`src/rtl/nnoc_tile_pkg.sv`:
```
// Shared tile geometry, beat counter type and streamer FSM encoding for the tile datapath.
package nnoc_tile_pkg;

   localparam int unsigned DIM        = 4;
   localparam int unsigned TILE_ELEMS = DIM * DIM;
   localparam int unsigned SKEW_BEATS = 2 * DIM - 1;
   localparam int unsigned BEAT_W     = 3;

   typedef logic [BEAT_W-1:0] beat_t;

   localparam beat_t BEAT_LAST = beat_t'(SKEW_BEATS - 1);

   typedef enum logic [1:0] {
      IDLE   = 2'd0,
      CAPT   = 2'd1,
      STREAM = 2'd2
   } streamer_state_t;

   // Lane carries an element on this beat when 0 <= beat-lane <= DIM-1.
   function automatic logic lane_active(input beat_t beat, input beat_t lane);
      logic [BEAT_W:0] off;
      off = {1'b0, beat} - {1'b0, lane};
      return (beat >= lane) && (off < (BEAT_W+1)'(DIM));
   endfunction

endpackage

```
`src/rtl/tile_skew_streamer_if.sv`:
```
// Skewed-beat stream toward the systolic-array row input (valid/ready).
interface tile_skew_streamer_if
   import nnoc_tile_pkg::*;
#(
   parameter int unsigned WIDTH = 16
) ();

   logic [DIM*WIDTH-1:0] out_data;
   logic [DIM-1:0]       out_lane_valid;
   logic                 out_valid;
   logic                 out_ready;

   modport master (
      output out_data,
      output out_lane_valid,
      output out_valid,
      input  out_ready
   );

   modport slave (
      input  out_data,
      input  out_lane_valid,
      input  out_valid,
      output out_ready
   );

endinterface

```
`src/rtl/tile_skew_mux.sv`:
```
// Selects the diagonal of the held tile for a given beat: lane i gets element (i, beat-i).
module tile_skew_mux
   import nnoc_tile_pkg::*;
#(
   parameter int unsigned WIDTH = 16
) (
   input  logic [TILE_ELEMS*WIDTH-1:0] tile_i,
   input  beat_t                       beat_i,
   output logic [DIM*WIDTH-1:0]        lane_data_c_o,
   output logic [DIM-1:0]              lane_valid_c_o
);

   logic [WIDTH-1:0] elem [DIM][DIM];

   for (genvar r = 0; r < DIM; r++) begin : g_row
      for (genvar c = 0; c < DIM; c++) begin : g_col
         assign elem[r][c] = tile_i[(r*DIM + c)*WIDTH +: WIDTH];
      end
   end

   for (genvar l = 0; l < DIM; l++) begin : g_lane
      logic [1:0] col;
      logic       act;

      // Column index wraps harmlessly when the lane is inactive; act masks it.
      assign col                             = 2'(beat_i - beat_t'(l));
      assign act                             = lane_active(beat_i, beat_t'(l));
      assign lane_valid_c_o[l]               = act;
      assign lane_data_c_o[l*WIDTH +: WIDTH] = act ? elem[l][col] : '0;
   end

endmodule

```
`src/rtl/tile_skew_streamer.sv`:
```
// Pops one 4x4 tile from the tile FIFO, holds it, and streams it as 7 diagonally skewed beats.
module tile_skew_streamer
   import nnoc_tile_pkg::*;
#(
   parameter int unsigned WIDTH = 16
) (
   input  logic                        clk,
   input  logic                        reset,
   input  logic                        enable,
   input  logic                        fifo_empty,
   output logic                        fifo_rd,
   input  logic [TILE_ELEMS*WIDTH-1:0] fifo_data,
   tile_skew_streamer_if.master        out_if,
   output logic                        tile_done,
   output logic                        busy
);

   localparam int unsigned TILE_W = TILE_ELEMS * WIDTH;
   localparam int unsigned LANE_W = DIM * WIDTH;

   streamer_state_t    state_q, state_d;
   beat_t              beat_q, beat_d;
   logic [TILE_W-1:0]  tile_q, tile_d;
   logic               done_q, done_d;
   logic               armed_q;
   logic               rd_c;
   logic               streaming_c;
   logic [LANE_W-1:0]  mux_data_c;
   logic [DIM-1:0]     mux_valid_c;

   // armed_q keeps fifo_rd low through reset and the first edge after release.
   always_ff @(posedge clk or negedge reset) begin
      if (!reset) begin
         state_q <= IDLE;
         beat_q  <= '0;
         tile_q  <= '0;
         done_q  <= 1'b0;
         armed_q <= 1'b0;
      end else begin
         state_q <= state_d;
         beat_q  <= beat_d;
         tile_q  <= tile_d;
         done_q  <= done_d;
         armed_q <= 1'b1;
      end
   end

   // Next-state: fetch only from IDLE; an in-flight tile always runs to beat 6.
   always_comb begin
      state_d = state_q;
      beat_d  = beat_q;
      tile_d  = tile_q;
      done_d  = 1'b0;
      rd_c    = 1'b0;
      case (state_q)
         IDLE: begin
            if (armed_q && enable && !fifo_empty) begin
               rd_c    = 1'b1;
               state_d = CAPT;
            end
         end
         CAPT: begin
            tile_d  = fifo_data;
            beat_d  = '0;
            state_d = STREAM;
         end
         STREAM: begin
            if (out_if.out_ready) begin
               if (beat_q == BEAT_LAST) begin
                  beat_d  = '0;
                  done_d  = 1'b1;
                  state_d = IDLE;
               end else begin
                  beat_d = beat_q + beat_t'(1);
               end
            end
         end
         default: begin
            state_d = IDLE;
         end
      endcase
   end

   tile_skew_mux #(
      .WIDTH (WIDTH)
   ) u_mux (
      .tile_i         (tile_q),
      .beat_i         (beat_q),
      .lane_data_c_o  (mux_data_c),
      .lane_valid_c_o (mux_valid_c)
   );

   // Stream outputs depend only on registered state; gated to zero outside STREAM.
   assign streaming_c           = (state_q == STREAM);
   assign out_if.out_valid      = streaming_c;
   assign out_if.out_data       = streaming_c ? mux_data_c : '0;
   assign out_if.out_lane_valid = streaming_c ? mux_valid_c : '0;

   assign fifo_rd   = rd_c;
   assign tile_done = done_q;
   assign busy      = (state_q != IDLE);

endmodule

```
`src/flat_wrapper.sv`:
```
// flat-port wrapper written by rule: the top's interface ports become plain ports
module tile_skew_streamer_flat import nnoc_tile_pkg::*;
#(
   parameter int unsigned WIDTH = 16
)
  (clk, reset, enable, fifo_empty, fifo_rd, fifo_data, tile_done, busy, out_if_out_data, out_if_out_lane_valid, out_if_out_valid, out_if_out_ready);
  tile_skew_streamer_if #(.WIDTH(WIDTH)) out_if_i ();
  input  logic clk;
  input  logic reset;
  input  logic enable;
  input  logic fifo_empty;
  output logic fifo_rd;
  input  logic [TILE_ELEMS*WIDTH-1:0] fifo_data;
  output logic tile_done;
  output logic busy;
  output wire logic [$bits(out_if_i.out_data)-1:0] out_if_out_data;
  output wire logic [$bits(out_if_i.out_lane_valid)-1:0] out_if_out_lane_valid;
  output wire logic [$bits(out_if_i.out_valid)-1:0] out_if_out_valid;
  input wire logic [$bits(out_if_i.out_ready)-1:0] out_if_out_ready;
  assign out_if_out_data = out_if_i.out_data;
  assign out_if_out_lane_valid = out_if_i.out_lane_valid;
  assign out_if_out_valid = out_if_i.out_valid;
  assign out_if_i.out_ready = out_if_out_ready;
  tile_skew_streamer #(.WIDTH(WIDTH)) u_core (.clk(clk), .reset(reset), .enable(enable), .fifo_empty(fifo_empty), .fifo_rd(fifo_rd), .fifo_data(fifo_data), .out_if(out_if_i), .tile_done(tile_done), .busy(busy));
endmodule
```
`config.mk`:
```
export PLATFORM = sky130hd
export DESIGN_NAME = tile_skew_streamer_flat
export DESIGN_NICKNAME = d
export VERILOG_FILES = /design/src/rtl/nnoc_tile_pkg.sv /design/src/rtl/tile_skew_streamer_if.sv /design/src/rtl/tile_skew_mux.sv /design/src/rtl/tile_skew_streamer.sv /design/src/flat_wrapper.sv
export SDC_FILE = /design/constraint.sdc
export NUM_CORES = 1
export LEC_CHECK = 0
export BUFFER_PORTS_ARGS = -buffer_cell sky130_fd_sc_hd__buf_2
export CAP_MARGIN = 30
export CELL_PAD_IN_SITES_DETAIL_PLACEMENT = 1
export CELL_PAD_IN_SITES_GLOBAL_PLACEMENT = 1
export CORE_ASPECT_RATIO = 1.2
export CORE_MARGIN = 3
export CORE_UTILIZATION = 41
export CTS_BUF_LIST = sky130_fd_sc_hd__clkbuf_8
export DETAILED_ROUTE_END_ITERATION = 8
export PLACE_DENSITY = 0.82
export SYNTH_ARGS = -nofsm -noshare
export SYNTH_HDL_FRONTEND = slang
export SYNTH_HIERARCHICAL = 1
export SYNTH_SLANG_ARGS = --single-unit
export TNS_END_PERCENT = 1
```
`constraint.sdc`:
```
create_clock -name clk -period 2.55 [get_ports clk]
set_input_delay 0 -clock clk [delete_from_list [all_inputs] [get_ports clk]]
set_output_delay 0 -clock clk [all_outputs]
set_load 0.02 [all_outputs]
```
==> flow_summary.toml, run 1 <==
[drt]
vias_per_cell = 5.20
drtPass1Iterations = 4
wl_per_cell_um = 25.8
drc_errors = 0
via_count = 9836
detail_route.iter0.violations = 464
postRouteAntennaNets = 0
drt_wl_total_um = 48900

[critical_path]
reg2regPathDepth = 5
cp-startpoint = "u_core/beat_q[0]"
reg2reg_slack_ns = 0.59
r2r_start = "u_core/state_q[0]"
crit_type = "reg2out"
cp-start-kind = "register"
crit_buf_inv = 2
cp.depth = 7
max_stage_delay_ns = 0.47
path_cells = "ha_1, inv_1, ha_4, or3b_4, nor2b_1, and2_1, buf_4"
worst_setup_path_end_kind = "primary output"
cp.arrival_ns = 2.52
crit_family = "simple AND/OR/NAND/NOR gates"
crit_path_top_delay_cell = "dfrtp_4"
worstPathRequired_ns = 2.55
crit_fanout = 6

[timing]
skew_ns = 0.0305
min_period_over_period_pct = 98.9
hold_violations = 0
slew_headroom_pct = 55.5
setup_violations = 0
tightest_slew_ns = 0.667
rsz0062_at_grt = "yes"
min_period_ns = 2.52
fin_ws_ns = 0.0273
final_max_slew_viol_count = 0
max_clock_freq_ghz = 0.396

[final_layout]
nFillCells = 3114
stdcell_area_um2 = 19400
drive_above_1_share_pct = 52.8
nets = 1714
area_growth_pct = 43.7
finalNonFillerCells = 1891
fin_util_pct = 60.0

[die]
start_util_pct = 41.7
die_x_um = 172
dieArea_um2 = 35200
ios = 333
die_h_um = 205
rows = 72
core_um2 = 32400

[power_and_ir_drop]
seqPwrFrac_pct = 35.1
internal_power_w = 0.0146
ir_worst_vdd_mv = 0.556
power.density_nw_per_um2 = 1130
p_leak_nw = 9.05
netSwitchingFraction_pct = 33.6
power_switching_w = 0.00736
pwr-share-comb_pct = 46.1
pwr-share-clk_pct = 18.8

[global_route]
grt_pass1_wl_um = 71000
overflow = 0
antenna_found_initial = 12
grt_pass1_vias = 11804
track_usage_pct = 26.9
grt_max_degree = 80

[synthesis]
netlist_area_um2 = 13500
avgSynthCellArea_um2 = 16.5
yosysSeqAreaShare_pct = 48.6
synthCells = 821
ys_types = 36
yosys_warnings = 6
syn_nets = 1090
yosys_register_bits = 263

[place]
dp_cells = 1528
place.gp.congestion = 0.790
io_buffer_count = 332
place_area_um2 = 15400
preCtsSetupSlack_ns = 0.235
place_hpwl_um = 25300

[clock_network]
cts.sinks = 263
cts-htree-levels = 2
cts_root_buffer = "clkbuf_8"
cts-buffers-inserted = 44
cts_buffer_depth = 3
clk_pin_slew_ns = 0.07
cts_tree = "yes"
clk_latency_ns = 0.57

[outcome]
outcome = "complete, no violations"

[worst_hold_path]
hold_path.class = "in2async"

[run]
drv_cap = 0
-- layout make-up --
cell class	count	area (um2)	share of cell area [%]
multi-input combinational	491	6340	32.6
inverter	9	40.0	0.206
clock inverter	16	156	0.804
antenna	13	32.5	0.167
tap	407	509	2.62
sequential	263	6590	33.9
clock buffer	56	771	3.96
timing repair buffer	636	5010	25.8
-- synth_stat cells, drive strengths merged --
library cell	n	area, um2
o31ai	2	15.0
a2111oi	1	8.76
mux4	64	1440
a21o	2	15.0
a21oi	2	10.0
or2	1	6.26
clkbuf	13	56.3
nor3b	1	7.51
nand2	5	18.8
nor2	1	20.0
or3b	1	8.76
conb	1	3.75
inv	9	36.3
and2b	1	8.76
o211ai	1	7.51
a32o	1	10.0
nor2b	16	100
nor3	2	10.0
a311oi	1	8.76
dfrtp	263	6580
ha	8	100
mux2	256	3630
a221oi	1	15.0
and2	116	726
or3	1	6.26
nand2b	2	12.5
a211o	1	8.76
and3	1	6.26
buf	47	648
-- cells in the final DEF, fill, tap and decap left out, types with 2 or more instances in the layout --
cell type	n
buf_16	4
inv_1	7
diode_2	13
clkbuf_8	56
nand2b_1	2
buf_4	34
dlygate4sd3_1	260
mux2_1	29
clkinv_2	8
nor2b_1	13
dfrtp_2	2
buf_6	15
mux4_2	64
ha_1	4
buf_12	12
dfrtp_1	260
nand2_1	5
nor3_1	2
o31ai_1	2
a21o_1	2
buf_2	305
clkbuf_16	2
ha_4	3
and2_1	99
or3b_4	3
bufinv_16	3
nor2b_2	3
inv_2	3
mux2_4	200
and2_4	17
clkinvlp_4	3
buf_8	4
mux2_2	27
-- logic make-up (layout without fill, tap and decap cells) --
group	after synthesis	after routing	synth area share [%]
fa+ha+maj	8	8	0.740
flops	263	263	48.6
other cells	1	14	0.0277
compound gates	12	12	0.730
mux	320	320	37.5
buf+inv	69	717	5.47
simple gates	148	150	6.88
-- path summary, 6_finish.rpt --
path	endpoint
hold / removal	u_core/tile_q[153]
min in group clk	u_core/tile_q[205]
setup / recovery	out_if_out_data[48]
setup reg to reg	u_core/tile_q[53]
hold reg to reg	u_core/tile_q[221]
max in group asynchronous	u_core/tile_q[39]
-- power groups by stage --
stage	Combinational [W]	Clock (W)	Sequential (W)
final	0.0101	0.00412	0.00771
after global routing	0.0106	0.00442	0.00789
after CTS	0.00947	0.00413	0.00749
after detailed placement	0.00842	0	0.00752
after global placement	0.00817	0	0.00733
after floorplan	0.00670	0	0.00701
-- registers in the layout, indices dropped and copies added (netlist names) --
name,flops
u_core/tile_q,256
u_core/state_q,2
u_core/tile_done,1
u_core/armed_q,1
u_core/beat_q,3
-- layer usage --
layer	up-vias	share of wire (%)	GRT usage [%]
met4	0	5.2	14.2
li1	4206	-	-
met3	165	4.2	4.71
met5	-	0	0
met1	5068	36	28.9
met2	397	54	49.7
-- repair_timing --
| item | CTS | global route |
|---|---|---|
| pin swaps | 0 | 1 |
| gates cloned | 6 | 2 |
| hold endpoints to repair | 495 | 0 |
| setup endpoints to repair | 54 | 52 |
| setup buffers | 6 | 5 |
| resized for setup | 55 | 44 |
| hold buffers | 260 | 0 |
-- per-stage QoR --
step / TNS [ns] / hold slack [ns] / power, W
floorplan: 0 / -0.296 / 0.0137
global placement: 0 / 0.0312 / 0.0155
detailed placement: 0 / 0.0448 / 0.0159
CTS: -0.0171 / 0.00424 / 0.0211
global route: -0.409 / 0.0495 / 0.0229
finish: 0 / 0.00932 / 0.0219
Note: power is estimated with default switching activity, not from simulation.
==> run 2: changes to the inputs <==
Settings changed: CORE_UTILIZATION 41 to 40, CTS_BUF_LIST sky130_fd_sc_hd__clkbuf_8 to not set, PLACE_DENSITY 0.82 to 0.81.
==> flow_summary.toml, run 2 (synthesis gave the netlist of run 1 again) <==
[final_layout]
fin_util_pct = 58.4
mostFrequentLayoutCell = "buf_2"
nFillCells = 3282
top_register = "u_core/tile_q"
stdcell_area_um2 = 19400
area_growth_pct = 43.6
most-common-layout-cells = "302 x buf_2, 261 x dlygate4sd3_1, 260 x dfrtp_1"
finalNonFillerCells = 1908
drive_above_1_share_pct = 52.3
multiInputGateArea_um2 = 6360
reg_top3 = "u_core/tile_q x256, u_core/beat_q x3, u_core/state_q x2"
regArea_um2 = 6590
largest_register_ffs = 256
nets = 1688

[power_and_ir_drop]
p_leak_nw = 8.95
power.density_nw_per_um2 = 1120
netSwitchingFraction_pct = 33.2
internal_power_w = 0.0145
pwr-share-comb_pct = 44.7
ir_worst_vdd_mv = 0.570
pwr-share-clk_pct = 19.5
power_switching_w = 0.00722
seqPwrFrac_pct = 35.8

[clock_network]
cts_tree = "yes"
clk_latency_ns = 0.56
cts_buffer_depth = 3
cts-buffers-inserted = 29
cts_root_buffer = "clkbuf_16"
cts.sinks = 263
clk_pin_slew_ns = 0.07
cts-htree-levels = 1

[timing]
setup_violations = 0
skew_ns = 0.0109
min_period_over_period_pct = 99.2
rsz0062_at_grt = "yes"
tightest_slew_ns = 0.647
min_period_ns = 2.53
final_max_slew_viol_count = 0
max_clock_freq_ghz = 0.395
hold_violations = 0
slew_headroom_pct = 56.8

[die]
start_util_pct = 40.7
core_um2 = 33200
dieArea_um2 = 36100
ios = 333
die_x_um = 174
die_h_um = 207
rows = 73

[place]
io_buffer_count = 332
place_hpwl_um = 24100
dp_cells = 1566
place_area_um2 = 15400
place.gp.congestion = 0.781

[global_route]
overflow = 0
antenna_found_initial = 15
track_usage_pct = 25.4
grt_pass1_vias = 11650
grt_max_degree = 113
grt_pass1_wl_um = 71000

[critical_path]
max_stage_delay_ns = 0.49
path_cells = "inv_4, ha_4, buf_12, mux4_2, nor2b_1, and2_1, buf_4"
worstPathRequired_ns = 2.55
cp-start-kind = "register"
crit_type = "reg2out"
cp.arrival_ns = 2.53
crit_path_top_delay_cell = "dfrtp_4"
crit_fanout = 32
worst_setup_path_end_kind = "primary output"

[run]
drv_cap = 0

[drt]
drc_errors = 0
vias_per_cell = 5.08
drtPass1Iterations = 4
drt_wl_total_um = 48500
postRouteAntennaNets = 0
via_count = 9690
wl_per_cell_um = 25.4
detail_route.iter0.violations = 378

[outcome]
outcome = "complete, no violations"

[worst_hold_path]
hold_path.class = "in2async"
[run 2: power by group through the flow]
stage                     logic (W)  clock network, W  registers [W]
final                       0.00972           0.00424        0.00778
after detailed placement    0.00832                 0        0.00750
after floorplan             0.00670                 0        0.00701
after global routing         0.0102           0.00452        0.00796
after CTS                   0.00877           0.00426        0.00749
after global placement      0.00809                 0        0.00731
[run 2: area by class of cell]
class / count / area share [%]
Antenna cell: 19 / 0.245
Tap cell: 450 / 2.90
Sequential cell: 263 / 33.9
Inverter: 9 / 0.225
Multi-Input combinational cell: 491 / 32.7
Timing Repair Buffer: 625 / 25.2
Clock buffer: 38 / 4.17
Clock inverter: 13 / 0.638
[run 2: final timing paths]
| path | startpoint | endpoint | slack [ns] | depth (start not counted) |
|---|---|---|---|---|
| setup / recovery | u_core/beat_q[0] | out_if_out_data[49] | 0.02 | 7 |
| hold / removal | reset | u_core/tile_q[127] | 0.05 | 3 |
| setup reg to reg | u_core/state_q[0] | u_core/tile_q[221] | 0.59 | 5 |
| hold reg to reg | u_core/tile_q[218] | u_core/tile_q[218] | 0.49 | 1 |
| max in group asynchronous | reset | u_core/tile_q[121] | 1.54 | 3 |
| min in group clk | fifo_data[228] | u_core/tile_q[228] | 0.21 | 3 |
[run 2: critical path: cells and delay by family (launching register included)]
family	cells	cell delay (ns)
mux	1	0.39
buf+inv	3	0.45
flops	1	0.49
simple gates	2	0.33
fa+ha+maj	1	0.27
[run 2: per-layer routing]
layer / wire length, um / vias up / global-route usage (%)
li1: - / 4145 / -
met1: 17000 / 5012 / 27.0
met2: 26800 / 370 / 47.8
met3: 1940 / 163 / 3.99
met4: 2650 / 0 / 13.3
met5: 0 / - / 0
[run 2: metrics by stage]
| step | TNS (ns) | total power (W) | setup WS, ns | hold WS [ns] |
|---|---|---|---|---|
| after floorplan | 0 | 0.0137 | 0.0700 | -0.296 |
| after global placement | 0 | 0.0154 | 0.446 | -0.171 |
| after detailed placement | 0 | 0.0158 | 0.345 | -0.170 |
| after CTS | -0.000307 | 0.0205 | -0.000307 | 0.0646 |
| after global routing | -0.577 | 0.0227 | -0.0702 | 0.0916 |
| final | 0 | 0.0217 | 0.0196 | 0.0491 |
[run 2: repair_timing]
| action | CTS | global route |
|---|---|---|
| resized for setup | 9 | 98 |
| endpoints found under the hold margin | 525 | 0 |
| buffers inserted | 0 | 6 |
| pin swaps | 0 | 4 |
| hold buffers | 261 | 0 |
| endpoints found under the setup margin | 50 | 35 |
| gates cloned | 0 | 5 |
==> run 3: changes to the inputs <==
Settings changed: PLACE_DENSITY 0.81 to not set, PLACE_DENSITY_LB_ADDON set to 0.1, RECOVER_POWER set to 100.
==> flow_summary.toml, run 3 (synthesis gave the netlist of run 1 again) <==
[outcome]
outcome = "complete, but fails checks"
violations = "max-capacitance violations, max-slew violations"

[critical_path]
crit_fanout = 5
cp.arrival_ns = 2.48
cp-start-kind = "register"
path_cells = "buf_4, ha_1, inv_1, ha_4, or3b_4, nor2b_2, and2_1, buf_2"
worst_setup_path_end_kind = "primary output"
r2r_start = "u_core/state_q[0]"
crit_path_top_delay_cell = "or3b_4"
cp-startpoint = "u_core/beat_q[1]"
max_stage_delay_ns = 0.48
worstPathRequired_ns = 2.55
crit_type = "reg2out"

[die]
ios = 333
die_x_um = 174
rows = 73
core_um2 = 33200
die_h_um = 207
start_util_pct = 40.7
dieArea_um2 = 36100

[timing]
holdWs_ns = 0.199
tightest_slew_ns = 1.96
setup_violations = 0
max_clock_freq_ghz = 0.404
skew_ns = 0.0171
min_period_ns = 2.48
rsz0062_at_grt = "yes"
hold_violations = 0
fin_ws_ns = 0.0749
final_max_slew_viol_count = 72
fin_setup_tns_ns = 0
slew_headroom_pct = -30.4
min_period_over_period_pct = 97.1

[clock_network]
clk_latency_ns = 0.56
cts_buffer_depth = 3
clk_pin_slew_ns = 0.06
cts_tree = "yes"
cts-buffers-inserted = 30
cts_root_buffer = "clkbuf_16"
cts.sinks = 263
cts-htree-levels = 1

[global_route]
grt_pass1_vias = 10726
antenna_found_initial = 7
overflow = 0
grt_max_degree = 85
track_usage_pct = 21.5
grt_pass1_wl_um = 61900

[power_and_ir_drop]
ir_worst_vdd_mv = 0.575
pwr-share-comb_pct = 44.3
p_leak_nw = 8.94
pwr-share-clk_pct = 20.4
internal_power_w = 0.0147
finalPower_w = 0.0211
power.density_nw_per_um2 = 1090
netSwitchingFraction_pct = 30.6
seqPwrFrac_pct = 35.3
power_switching_w = 0.00646

[run]
drv_cap = 1

[final_layout]
reg_top3 = "u_core/tile_q x256, u_core/beat_q x3, u_core/state_q x2"
nets = 1696
most-common-layout-cells = "315 x buf_2, 260 x dlygate4sd3_1, 260 x dfrtp_1"
largest_register_ffs = 256
area_growth_pct = 42.8
mostFrequentLayoutCell = "buf_2"
fin_util_pct = 58.1
drive_above_1_share_pct = 49.6
top_register = "u_core/tile_q"

[place]
place_hpwl_um = 22900
place.gp.congestion = 0.743
preCtsSetupSlack_ns = 0.385
io_buffer_count = 332

[worst_hold_path]
hold_path.class = "in2reg"
min_from = "fifo_data[127]"

[drt]
drt_wl_total_um = 40500
drc_errors = 0
postRouteAntennaNets = 0
via_count = 9266
vias_per_cell = 4.86
wl_per_cell_um = 21.2
drtPass1Iterations = 4
detail_route.iter0.violations = 376
run 3: final cells by class:
type,count,area [um2]
clock inverter,12,88.8
timing repair buffer,632,4910
tap,450,563
antenna,7,17.5
fill,3343,13900
sequential,263,6590
multi-input combinational,491,6220
clock buffer,44,895
inverter,9,41.3
run 3: repair_timing:
| item | in CTS | in global routing |
|---|---|---|
| hold buffers | 260 | 0 |
| cloned | 2 | 5 |
| resized for setup | 7 | 59 |
| buffers inserted | 3 | 10 |
| setup endpoints to repair | 33 | 33 |
| pin swaps | 0 | 2 |
| endpoints found under the hold margin | 525 | 0 |
run 3: layer usage:
layer / part of all wire (%) / wire (um) / global-route usage, %
met1: 41 / 16500 / 26.7
met2: 52 / 21200 / 38.1
met3: 4.7 / 1890 / 3.75
met4: 2.1 / 846 / 6.55
met5: 0 / 0 / 0
run 3: path summary, 6_finish.rpt:
path                                       end  slack (ns)  depth (start not counted)
setup / recovery           out_if_out_data[49]        0.07                          8
hold / removal              u_core/tile_q[127]        0.20                          3
setup reg to reg            u_core/tile_q[134]        0.27                          5
hold reg to reg             u_core/tile_q[208]        0.48                          1
max in group asynchronous   u_core/tile_q[166]        0.43                          3
min in group asynchronous    u_core/tile_q[52]        0.52                          2
run 3: worst max-delay path, delay by kind of cell (launching register included):
kind | cells | cell delay [ns]
adder cells (fa/ha/maj) | 2 | 0.34
buffers and inverters | 3 | 0.41
AND/OR/NAND/NOR | 3 | 0.76
flip-flops | 1 | 0.41
run 3: per-stage QoR:
| step | cell area, um2 | instances |
|---|---|---|
| global placement | 15400 | 1565 |
| CTS | 19100 | 1886 |
| finish | 19300 | 1908 |
| floorplan | 13500 | 821 |
| detailed placement | 15400 | 1565 |
| global route | 19300 | 1908 |
run 3: power by group through the flow:
stage | Combinational (W) | Clock, W | Sequential, W
2_1_floorplan | 0.00670 | 0 | 0.00701
3_3_place_gp | 0.00815 | 0 | 0.00738
3_5_place_dp | 0.00824 | 0 | 0.00746
4_1_cts | 0.00893 | 0.00443 | 0.00742
5_1_grt | 0.0100 | 0.00464 | 0.00772
6_report | 0.00936 | 0.00430 | 0.00746
